===== config.mk =====
export PLATFORM = sky130hd
export DESIGN_NAME = instr_encoder
export DESIGN_NICKNAME = d
export VERILOG_FILES = /design/src/rtl/instr_encoder.sv
export SDC_FILE = /design/constraint.sdc
export NUM_CORES = 1
export LEC_CHECK = 0
export ABC_AREA = 0
export CAP_MARGIN = 10
export CORE_ASPECT_RATIO = 1.4
export CORE_UTILIZATION = 35
export DETAILED_ROUTE_END_ITERATION = 6
export PLACE_DENSITY = 0.56
export SLEW_MARGIN = 20
export SYNTH_ARGS = -nofsm -noshare
export SYNTH_HDL_FRONTEND = slang
export SYNTH_SLANG_ARGS = --single-unit

===== constraint.sdc =====
create_clock -name clk -period 3.5 [get_ports clk]
set_input_delay 0.7 -clock clk [delete_from_list [all_inputs] [get_ports clk]]
set_output_delay 0.7 -clock clk [all_outputs]
set_load 0.02 [all_outputs]

===== src/rtl/instr_encoder.sv =====
// RV32I instruction encoder: turns field bundles (class, registers, funct3,
// immediate) into 32-bit instruction words and streams them into
// instruction memory through a small FIFO with a backpressured write port.
module instr_encoder #(
  parameter int DEPTH  = 4,
  parameter int ADDR_W = 8,
  parameter int BASE   = 0
) (
  input  logic                       clk,
  input  logic                       rst,
  input  logic                       in_valid,
  output logic                       in_ready,
  input  logic [2:0]                 in_class,
  input  logic [4:0]                 in_rd,
  input  logic [4:0]                 in_rs1,
  input  logic [4:0]                 in_rs2,
  input  logic [2:0]                 in_funct3,
  input  logic                       in_f7b5,
  input  logic [12:0]                in_imm,
  output logic                       wr_en,
  input  logic                       wr_ready,
  output logic [ADDR_W-1:0]          wr_addr,
  output logic [31:0]                wr_data,
  output logic                       err,
  output logic [$clog2(DEPTH):0]     count,
  output logic                       wrapped
);

  localparam int PW = $clog2(DEPTH);
  localparam int CW = PW + 1;

  localparam logic [2:0] CLS_R_ALU  = 3'd0;
  localparam logic [2:0] CLS_I_ALU  = 3'd1;
  localparam logic [2:0] CLS_LOAD   = 3'd2;
  localparam logic [2:0] CLS_STORE  = 3'd3;
  localparam logic [2:0] CLS_BRANCH = 3'd4;

  localparam logic [6:0] OP_R_ALU  = 7'b0110011;
  localparam logic [6:0] OP_I_ALU  = 7'b0010011;
  localparam logic [6:0] OP_LOAD   = 7'b0000011;
  localparam logic [6:0] OP_STORE  = 7'b0100011;
  localparam logic [6:0] OP_BRANCH = 7'b1100011;

  logic [31:0]       mem_q [DEPTH];
  logic [PW-1:0]     wr_ptr_q, rd_ptr_q;
  logic [CW-1:0]     count_q, count_d;
  logic [ADDR_W-1:0] addr_q;
  logic              wrapped_q;
  logic              err_q;

  logic [31:0] word_d;
  logic        illegal_d;
  logic        imm12_bad;
  logic        accept, push, pop;

  // Encode the incoming bundle and flag bundles that cannot be represented.
  always_comb begin
    word_d    = '0;
    illegal_d = 1'b0;
    imm12_bad = (in_imm[12] != in_imm[11]);
    case (in_class)
      CLS_R_ALU:  word_d = {1'b0, in_f7b5, 5'b00000, in_rs2, in_rs1, in_funct3, in_rd, OP_R_ALU};
      CLS_I_ALU: begin
        word_d    = {in_imm[11:0], in_rs1, in_funct3, in_rd, OP_I_ALU};
        illegal_d = imm12_bad;
      end
      CLS_LOAD: begin
        word_d    = {in_imm[11:0], in_rs1, in_funct3, in_rd, OP_LOAD};
        illegal_d = imm12_bad;
      end
      CLS_STORE: begin
        word_d    = {in_imm[11:5], in_rs2, in_rs1, in_funct3, in_imm[4:0], OP_STORE};
        illegal_d = imm12_bad;
      end
      CLS_BRANCH: begin
        word_d    = {in_imm[12], in_imm[10:5], in_rs2, in_rs1, in_funct3,
                     in_imm[4:1], in_imm[11], OP_BRANCH};
        illegal_d = in_imm[0];
      end
      default:    illegal_d = 1'b1;
    endcase
  end

  // Handshake: full blocks input even if a pop is happening this cycle.
  assign in_ready = !rst && (count_q < CW'(DEPTH));
  assign accept   = in_valid && in_ready;
  assign push     = accept && !illegal_d;
  assign wr_en    = (count_q != '0);
  assign pop      = wr_en && wr_ready;

  // Occupancy follows push/pop; simultaneous push and pop cancel.
  always_comb begin
    count_d = count_q;
    case ({push, pop})
      2'b10:   count_d = count_q + CW'(1);
      2'b01:   count_d = count_q - CW'(1);
      default: count_d = count_q;
    endcase
  end

  // Pointers, occupancy, address counter, wrap flag and error pulse.
  always_ff @(posedge clk) begin
    if (rst) begin
      wr_ptr_q  <= '0;
      rd_ptr_q  <= '0;
      count_q   <= '0;
      addr_q    <= ADDR_W'(BASE);
      wrapped_q <= 1'b0;
      err_q     <= 1'b0;
    end else begin
      count_q <= count_d;
      err_q   <= accept && illegal_d;
      if (push) wr_ptr_q <= wr_ptr_q + PW'(1);
      if (pop) begin
        rd_ptr_q <= rd_ptr_q + PW'(1);
        addr_q   <= addr_q + ADDR_W'(1);
        if (&addr_q) wrapped_q <= 1'b1;
      end
    end
  end

  // FIFO storage; contents are don't-care while unoccupied so no reset.
  always_ff @(posedge clk) begin
    if (push) mem_q[wr_ptr_q] <= word_d;
  end

  // Empty FIFO presents zero rather than a stale entry.
  assign wr_data = wr_en ? mem_q[rd_ptr_q] : 32'h0;
  assign wr_addr = addr_q;
  assign err     = err_q;
  assign count   = count_q;
  assign wrapped = wrapped_q;

endmodule

==> out/results.txt, run 1 <==
The number of global-route vias before repair is 3558. After synthesis, the cell types taking the most area are sky130_fd_sc_hd__edfxtp_1, sky130_fd_sc_hd__mux4_2, sky130_fd_sc_hd__dfxtp_1. The worst register-to-register path has a setup slack of 1.28 ns. For the total via count after detailed routing, the log shows 3307.

The min-delay analysis places its worst path in the category reg2reg. Cells with a size suffix above 1 make up 17.3% of the layout. The region available for standard cell placement spans 0.0162 mm2. For the placed instance count, the log shows 636. The worst setup path is launched from a flip-flop.

The largest single stage delay on the critical path is 0.71 ns. In this run the vertical extent of the chip is 154 um. The clock arrives with 0.00562 ns of skew.

Once detail routing completed, the nets flagged for antenna violations numbered 0. The residual overflow from global routing is 0. The critical path ends at wr_data[7]. Once the floorplan was initialized, standard cells occupied 35.7% of the core.

The initial antenna violation count was 0. The tools report the terminus of the critical flop-to-flop path as count[2]. Setup repair after global routing left no endpoint under its margin.

For this run, the number of Yosys warnings is 0. Relative area change from synthesis to final layout: 29.8%. The register bit total from synthesis is 135, and the average vias per placed instance is 4.95. The top flip-flop cell by instance count after synthesis is sky130_fd_sc_hd__edfxtp_1. The run gives 0.41 ns as the insertion delay to the later sink of the worst-skew pair. For this design, the slowest cell found on the critical path is sky130_fd_sc_hd__or3_1. The run gives 86 as the number of I/O pins. For the pin with the worst max-slew slack, the measured transition is 0.842 ns. In this run the worst path has a maximum fanout of 30.

The power per cell area was 633 mW/mm2; the power share of the clock group was 41.7%. The total clock sinks is 135. The number of cells on the worst reg-to-reg path came out at 7. The first TritonRoute pass finished after 4 iterations. No sink is reached through more buffers than the 2 on the longest clock path. Summed over its instances, the top area cell type makes up 60.4% of the synthesized netlist area. The run gives 318 MHz as the maximum frequency from static timing analysis.

The hold buffer count at CTS was 0. In this run, post-CTS repair resized a total of 0 instances. The sequential share of the synthesized area is 67.0%, and the switching share of power is 25.2%.

The tools report the critical register-to-register path startpoint as count[0]. The count of endpoints failing hold in the final timing report came out at 0. By instance count, the leading cell after synthesis is sky130_fd_sc_hd__edfxtp_1.

Buffers inserted during clock tree synthesis total 17. Required time reported for the critical path endpoint: 2.80 ns. The cell sitting at the root of the clock tree is a sky130_fd_sc_hd__clkbuf_16. The run finished with clean final reports. In the final routed layout, each cell accounts on average for 17.2 um. For the final number of max-transition violations, the log shows 0.

The worst setup path is captured at an output port. The tools report the source of the critical timing path as count[0]. The number of antenna diodes in the final layout is 0. The internal power consumption came out at 3.55 mW. The classification of the worst setup path is reg2out.

Setup violations remaining at the end of the flow were counted as 0. The maximum vdd ir drop was 0.314 mV. The number of max-cap violations was 0.

The final cell count without fillers is 668. The logs give 364 for the synthesized instance count and 39 for the count of unique library cells instantiated by Yosys. Detailed placement ended at an HPWL of 7.32 mm. After detailed routing, the number of remaining DRC violations is 0. The first global-routing pass estimated 18.6 mm of wire. The final critical path takes up 89.8% of the cycle.

The tools report the combinational group share of total power as 19.9%. Walking the worst path, the cells encountered are or3_1 > and2_1 > clkdlybuf4s50_1. The data arrival time of the critical path came out at 2.44 ns.

Post-CTS setup-driven buffer insertion count: 0. The tools report the remaining max-slew budget at the tightest pin as 43.9%. For the placed cell area, the log shows 0.00682 mm2. The post-synthesis async set-or-reset flop share works out to 0%. Entering global routing, the biggest net connects 31 pins. The design area is 0.00749 mm2, and the number of H-tree levels is 4. TritonCTS built the clock tree. By count the netlist is led by sky130_fd_sc_hd__edfxtp_1, sky130_fd_sc_hd__and2_1, sky130_fd_sc_hd__mux4_2. Summed over all nets, the switching power comes to 1.19 mW. For this block, the initial DRC count from the detailed router was 168. Average cell area after synthesis: 15.8 um2.

The share of total power dissipated in sequential elements is 38.4%. The number of placement rows is 55. Input and output buffers added on the ports amount to 83. The setup TNS came out at 0 ns. The clock-pin slew on the worst setup and hold paths is 0.06 ns, and the static power due to leakage is 2.48 nW.

The synthesized netlist occupies a cell area of 0.00577 mm2. The number of fill cells in the layout was 1400. The cell taking the most area after synthesis is sky130_fd_sc_hd__edfxtp_1. The clock period minus worst slack works out to 3.14 ns. The worst hold path begins at wrapped. At the end of routability-driven placement, the weighted congestion stood at 0.783. The die covers 0.0170 mm2.

Wires add up to 11.5 mm. The count of flip-flops with a built-in enable after synthesis is 116, and the number of nets in the final layout is 502. The floorplan step set the die width to 111 um. The overall routing resource usage came out at 14.4%.
## worst min-delay path by stage
| stage | end | cells after the start |
|---|---|---|
| 3_3_place_gp | wrapped | 2 |
| 4_1_cts | wrapped | 2 |
| 3_5_place_dp | wrapped | 2 |
| 6_report | wrapped | 2 |
| 5_1_grt | wrapped | 2 |
| 2_1_floorplan | flip-flop | 2 |
## cell type report
cell class,count,area (um2),share of cell area [%]
clock inverter,15,239,3.19
clock buffer,17,425,5.68
timing repair buffer,94,926,12.4
sequential,135,3860,51.6
inverter,8,30.0,0.401
tap,199,249,3.33
multi-input combinational,200,1750,23.4
## per-layer routing
metal  vias to the layer above  global-route usage [%]  share of wire (%)  wire, um
met2                        77                    25.3                 52      5950
li1                       1560                       -                  -         -
met3                        14                    3.86                3.5       400
met5                         -                       0                  0         0
met1                      1656                    16.5                 43      4960
met4                         0                    5.71                1.6       187
## critical path: cells and delay by family (launching register included)
family,cells,cell delay (ns)
DFF,1,0.46
and+or+nand+nor,2,0.94
buffers and inverters,1,0.63
## power groups by stage
stage,logic [mW],registers [mW],clock network [mW]
2_1_floorplan,0.582,1.86,0
3_3_place_gp,0.958,1.85,0
3_5_place_dp,0.966,1.86,0
4_1_cts,0.968,1.82,2.01
5_1_grt,1.02,1.82,2.08
6_report,0.942,1.82,1.98
## kinds of logic (layout without fill, tap and decap cells)
logic type               count (synthesis)  count (layout)  synth area share [%]
AO/OA/AOI/OAI                           43              43                  4.73
XOR/XNOR                                12              12                  1.82
flip-flops                             135             135                  67.0
other                                    1               2                0.0650
AND/OR/NAND/NOR                        100             100                  9.39
buffers and inverters                   30             134                  2.73
multiplexers                            36              36                  12.6
adder cells (fa/ha/maj)                  7               7                  1.65
## through the flow
stage               setup slack [ns]  utilization, %  hold slack [ns]  total power [mW]
floorplan                      0.844               -            0.485              2.44
global placement               0.430            42.2            0.465              2.81
detailed placement             0.382            42.2            0.477              2.82
CTS                            0.241            46.3            0.485              4.80
global route                   0.117            46.3            0.502              4.93
finish                         0.357            46.3            0.480              4.74
## sequential cells by signal (all words and copies together) (netlist names), named ones only
| register | cells |
|---|---|
| count | 3 |
| wr_ptr_q | 2 |
| wrapped | 1 |
| rd_ptr_q | 2 |
| mem_q | 116 |
| wr_addr | 8 |
| err | 1 |
## cell usage in the layout (no fill, tap or decap), types with 4 or more instances in the layout
cell	n
sky130_fd_sc_hd__o22ai_1	6
sky130_fd_sc_hd__o21ai_0	9
sky130_fd_sc_hd__ha_1	6
sky130_fd_sc_hd__mux2_2	5
sky130_fd_sc_hd__nor2b_1	5
sky130_fd_sc_hd__clkdlybuf4s50_1	83
sky130_fd_sc_hd__inv_6	5
sky130_fd_sc_hd__dfxtp_1	18
sky130_fd_sc_hd__clkbuf_16	17
sky130_fd_sc_hd__a22oi_1	10
sky130_fd_sc_hd__xor2_1	5
sky130_fd_sc_hd__and2_1	43
sky130_fd_sc_hd__nor2_1	20
sky130_fd_sc_hd__nand2_1	13
sky130_fd_sc_hd__and3_1	4
sky130_fd_sc_hd__inv_1	8
sky130_fd_sc_hd__bufinv_16	5
sky130_fd_sc_hd__edfxtp_1	116
sky130_fd_sc_hd__buf_4	10
sky130_fd_sc_hd__mux4_2	29
sky130_fd_sc_hd__a21oi_1	12
sky130_fd_sc_hd__xnor2_1	7
(Power assumes the default switching activity.)
==> run 2: changes to the inputs <==
--- a/config.mk
+++ b/config.mk
@@ -6,7 +6,7 @@
 export NUM_CORES = 1
 export LEC_CHECK = 0
 export ABC_AREA = 0
-export CAP_MARGIN = 10
+export CAP_MARGIN = 20
 export CORE_ASPECT_RATIO = 1.4
 export CORE_UTILIZATION = 35
 export DETAILED_ROUTE_END_ITERATION = 6
==> results of run 2 <==
No change in the layout: final DEF, timing and power equal those of run 1.
==> run 3: changes to the inputs <==
--- a/config.mk
+++ b/config.mk
@@ -5,12 +5,12 @@
 export SDC_FILE = /design/constraint.sdc
 export NUM_CORES = 1
 export LEC_CHECK = 0
-export ABC_AREA = 0
 export CAP_MARGIN = 20
 export CORE_ASPECT_RATIO = 1.4
 export CORE_UTILIZATION = 35
 export DETAILED_ROUTE_END_ITERATION = 6
 export PLACE_DENSITY = 0.56
+export REMOVE_ABC_BUFFERS = 1
 export SLEW_MARGIN = 20
 export SYNTH_ARGS = -nofsm -noshare
 export SYNTH_HDL_FRONTEND = slang
==> out/results.txt, run 3 (synthesis gave the netlist of run 1 again) <==
The run finished with clean final reports. The global placement routability congestion was 0.750. Subtracting the final worst setup slack from the clock period gives 2.99 ns. For this design the total switching power over the nets is 1.17 mW. For the number of placement rows, the log shows 55.

The library cells used most frequently in the layout, excluding fill and tap cells, are sky130_fd_sc_hd__edfxtp_1, sky130_fd_sc_hd__clkdlybuf4s50_1, sky130_fd_sc_hd__and2_1. The run gives 0.00781 ns as the clock tree skew after final layout. The first global-routing pass estimated 18.9 mm of wire. Setup total negative slack on the finished layout was measured at 0 ns.

The final number of max-transition violations was 0. The data arrival time of the critical path came out at 2.29 ns. The share of cells above drive strength 1 is 17.9%, and the die outline width is 111 um. Setup repair after global routing left no endpoint under its margin.

The logs give 0.0162 mm2 for the standard cell core area and 0 for the total DRC errors in the routed layout. The clock-pin slew on the worst setup and hold paths came out at 0.06 ns. The multi-input combinational cells in the finished layout cover a total of 0.00175 mm2. The first TritonRoute pass finished after 4 iterations.

The H-tree was split into 4 levels. The maximum frequency from static timing analysis was 335 MHz. Maximum number of buffers from clock root to sink: 2. STA puts the critical path data required time at 2.80 ns. TritonCTS built the clock tree. The tool flagged a number of max-cap violations equal to 0. Dividing the detail-routed wire length by the instance count gives 17.6 um. The count of endpoints failing hold in the final timing report is 0. The worst pin sits at a relative slew slack of 54.5%.

Pin placement for this block handled 86 I/O pins. For this block, the routed nets add up to 11.9 mm of wire. The run gives 35.7% as the initial cell density of the core. The worst setup path is launched from a flip-flop.

From synthesis to final layout, the design area changed by 29.0%. At the later pin of the worst-skew pair, clock insertion delay measures 0.40 ns. The flip-flop count of the largest register after layout was 116; the design area was 0.00744 mm2. The height of the chip works out to 154 um. The worst hold path belongs to the class reg2reg. Detailed placement finished with a half-perimeter wire length of 7.66 mm. The static power due to leakage is 2.48 nW. Power spread over the standard cell area amounts to 603 mW/mm2. The transition at the pin with the smallest max-transition slack is 0.675 ns. The register containing the most flip-flops in the final layout was mem_q. Across all register-to-register paths, the minimum setup slack is 1.29 ns. The post-route clock period utilization was 85.4%. Per report_power, the combinational group accounts for 21.4% of the total. For the overall die area, the log shows 0.0170 mm2. Buffers inserted to repair hold after CTS numbered 0. The tools report the number of nets with antenna violations after routing as 0. The final count of negative-setup-slack endpoints was 0; the power share of the clock group was 38.0%.

During placement, the flow inserted port buffers numbering 83. The clock root buffer was sky130_fd_sc_hd__clkbuf_16. The repair_antennas step left the layout with diodes totalling 0. The logs give 0.00386 mm2 for the register area and 212 for the DRC violation total after the first TritonRoute iteration. The clock drives 135 sinks. The layout has 1394 filler cells. The switching share of power was 26.1%. For the initial antenna violation count, the log shows 0. Leaving out fill and tap cells, the most frequent cell in the layout is sky130_fd_sc_hd__edfxtp_1. In this run the worst path has a maximum fanout of 29. The classification of the worst setup path is reg2out. The kind of end point of the critical path was an output port.

The clock buffer count from CTS came out at 17. Post-CTS setup-driven buffer insertion count: 0. Number of global-route vias before repair: 3460. Dividing the detail-routed via count by the number of cells gives 4.97. The run gives 507 as the number of nets in the final layout.

For the placed cell area, the log shows 0.00686 mm2. Global routing consumed, over all layers together, 14.6% of the routing resources. The total via count after detailed routing was 3345; the number of resized instances in the post-cts repair step was 0. The logs give 0 for the residual overflow from global routing and 31 for the maximum number of pins on one net before global-route repair. The internal power consumption is 3.31 mW, and the fraction of power consumed by sequential logic is 40.6%.

VDD sags by at most 0.258 mV.
## run 3: changes by cell type in the layout (fill, tap and decap cells not counted), sizes merged
cell,delta
buf,+5
clkinv,+2
clkbuf,+4
clkinvlp,-1
bufinv,-5
## run 3: layout make-up
cell class / count / area share [%]
sequential: 135 / 51.9
clock buffer: 21 / 6.77
timing repair buffer: 99 / 12.9
multi-input combinational: 200 / 23.5
inverter: 8 / 0.403
clock inverter: 11 / 1.09
tap: 199 / 3.34
## run 3: path summary, 6_finish.rpt
path | startpoint | endpoint | depth (start not counted)
max | flip-flop | wr_data[31] | 4
min | wrapped | wrapped | 2
max reg2reg | count[0] | count[2] | 7
min reg2reg | wrapped | wrapped | 2
## run 3: stage by stage
stage	util, %	hold WS [ns]	cells	worst slack, ns	power (mW)
floorplan	-	0.482	343	0.542	2.39
global placement	42.4	0.470	641	0.583	2.83
detailed placement	42.4	0.472	641	0.484	2.84
CTS	46.0	0.494	673	0.450	4.55
global route	46.0	0.526	673	0.399	4.68
finish	46.0	0.499	673	0.512	4.49
## run 3: metal layers
layer / vias to the layer above / part of all wire [%] / wire (um) / track usage (%)
li1: 1573 / - / - / -
met2: 90 / 52 / 6130 / 25.2
met3: 10 / 4.4 / 520 / 3.82
met1: 1672 / 43 / 5100 / 17.8
met4: 0 / 0.89 / 106 / 4.89
met5: - / 0 / 0 / 0
## run 3: critical path: stages, from the launching register on
cell and delay [ns]:
sky130_fd_sc_hd__dfxtp_2 0.34, sky130_fd_sc_hd__buf_12 0.25, sky130_fd_sc_hd__mux4_2 0.54, sky130_fd_sc_hd__and2_1 0.18, sky130_fd_sc_hd__clkdlybuf4s50_1 0.54
## run 3: power groups by stage
stage                     clock network, mW  registers, mW  logic [mW]
after floorplan                           0           1.91       0.485
after global placement                    0           1.85       0.974
after detailed placement                  0           1.86       0.981
after CTS                              1.75           1.82       0.984
after global routing                   1.81           1.83        1.04
final                                  1.71           1.82       0.959
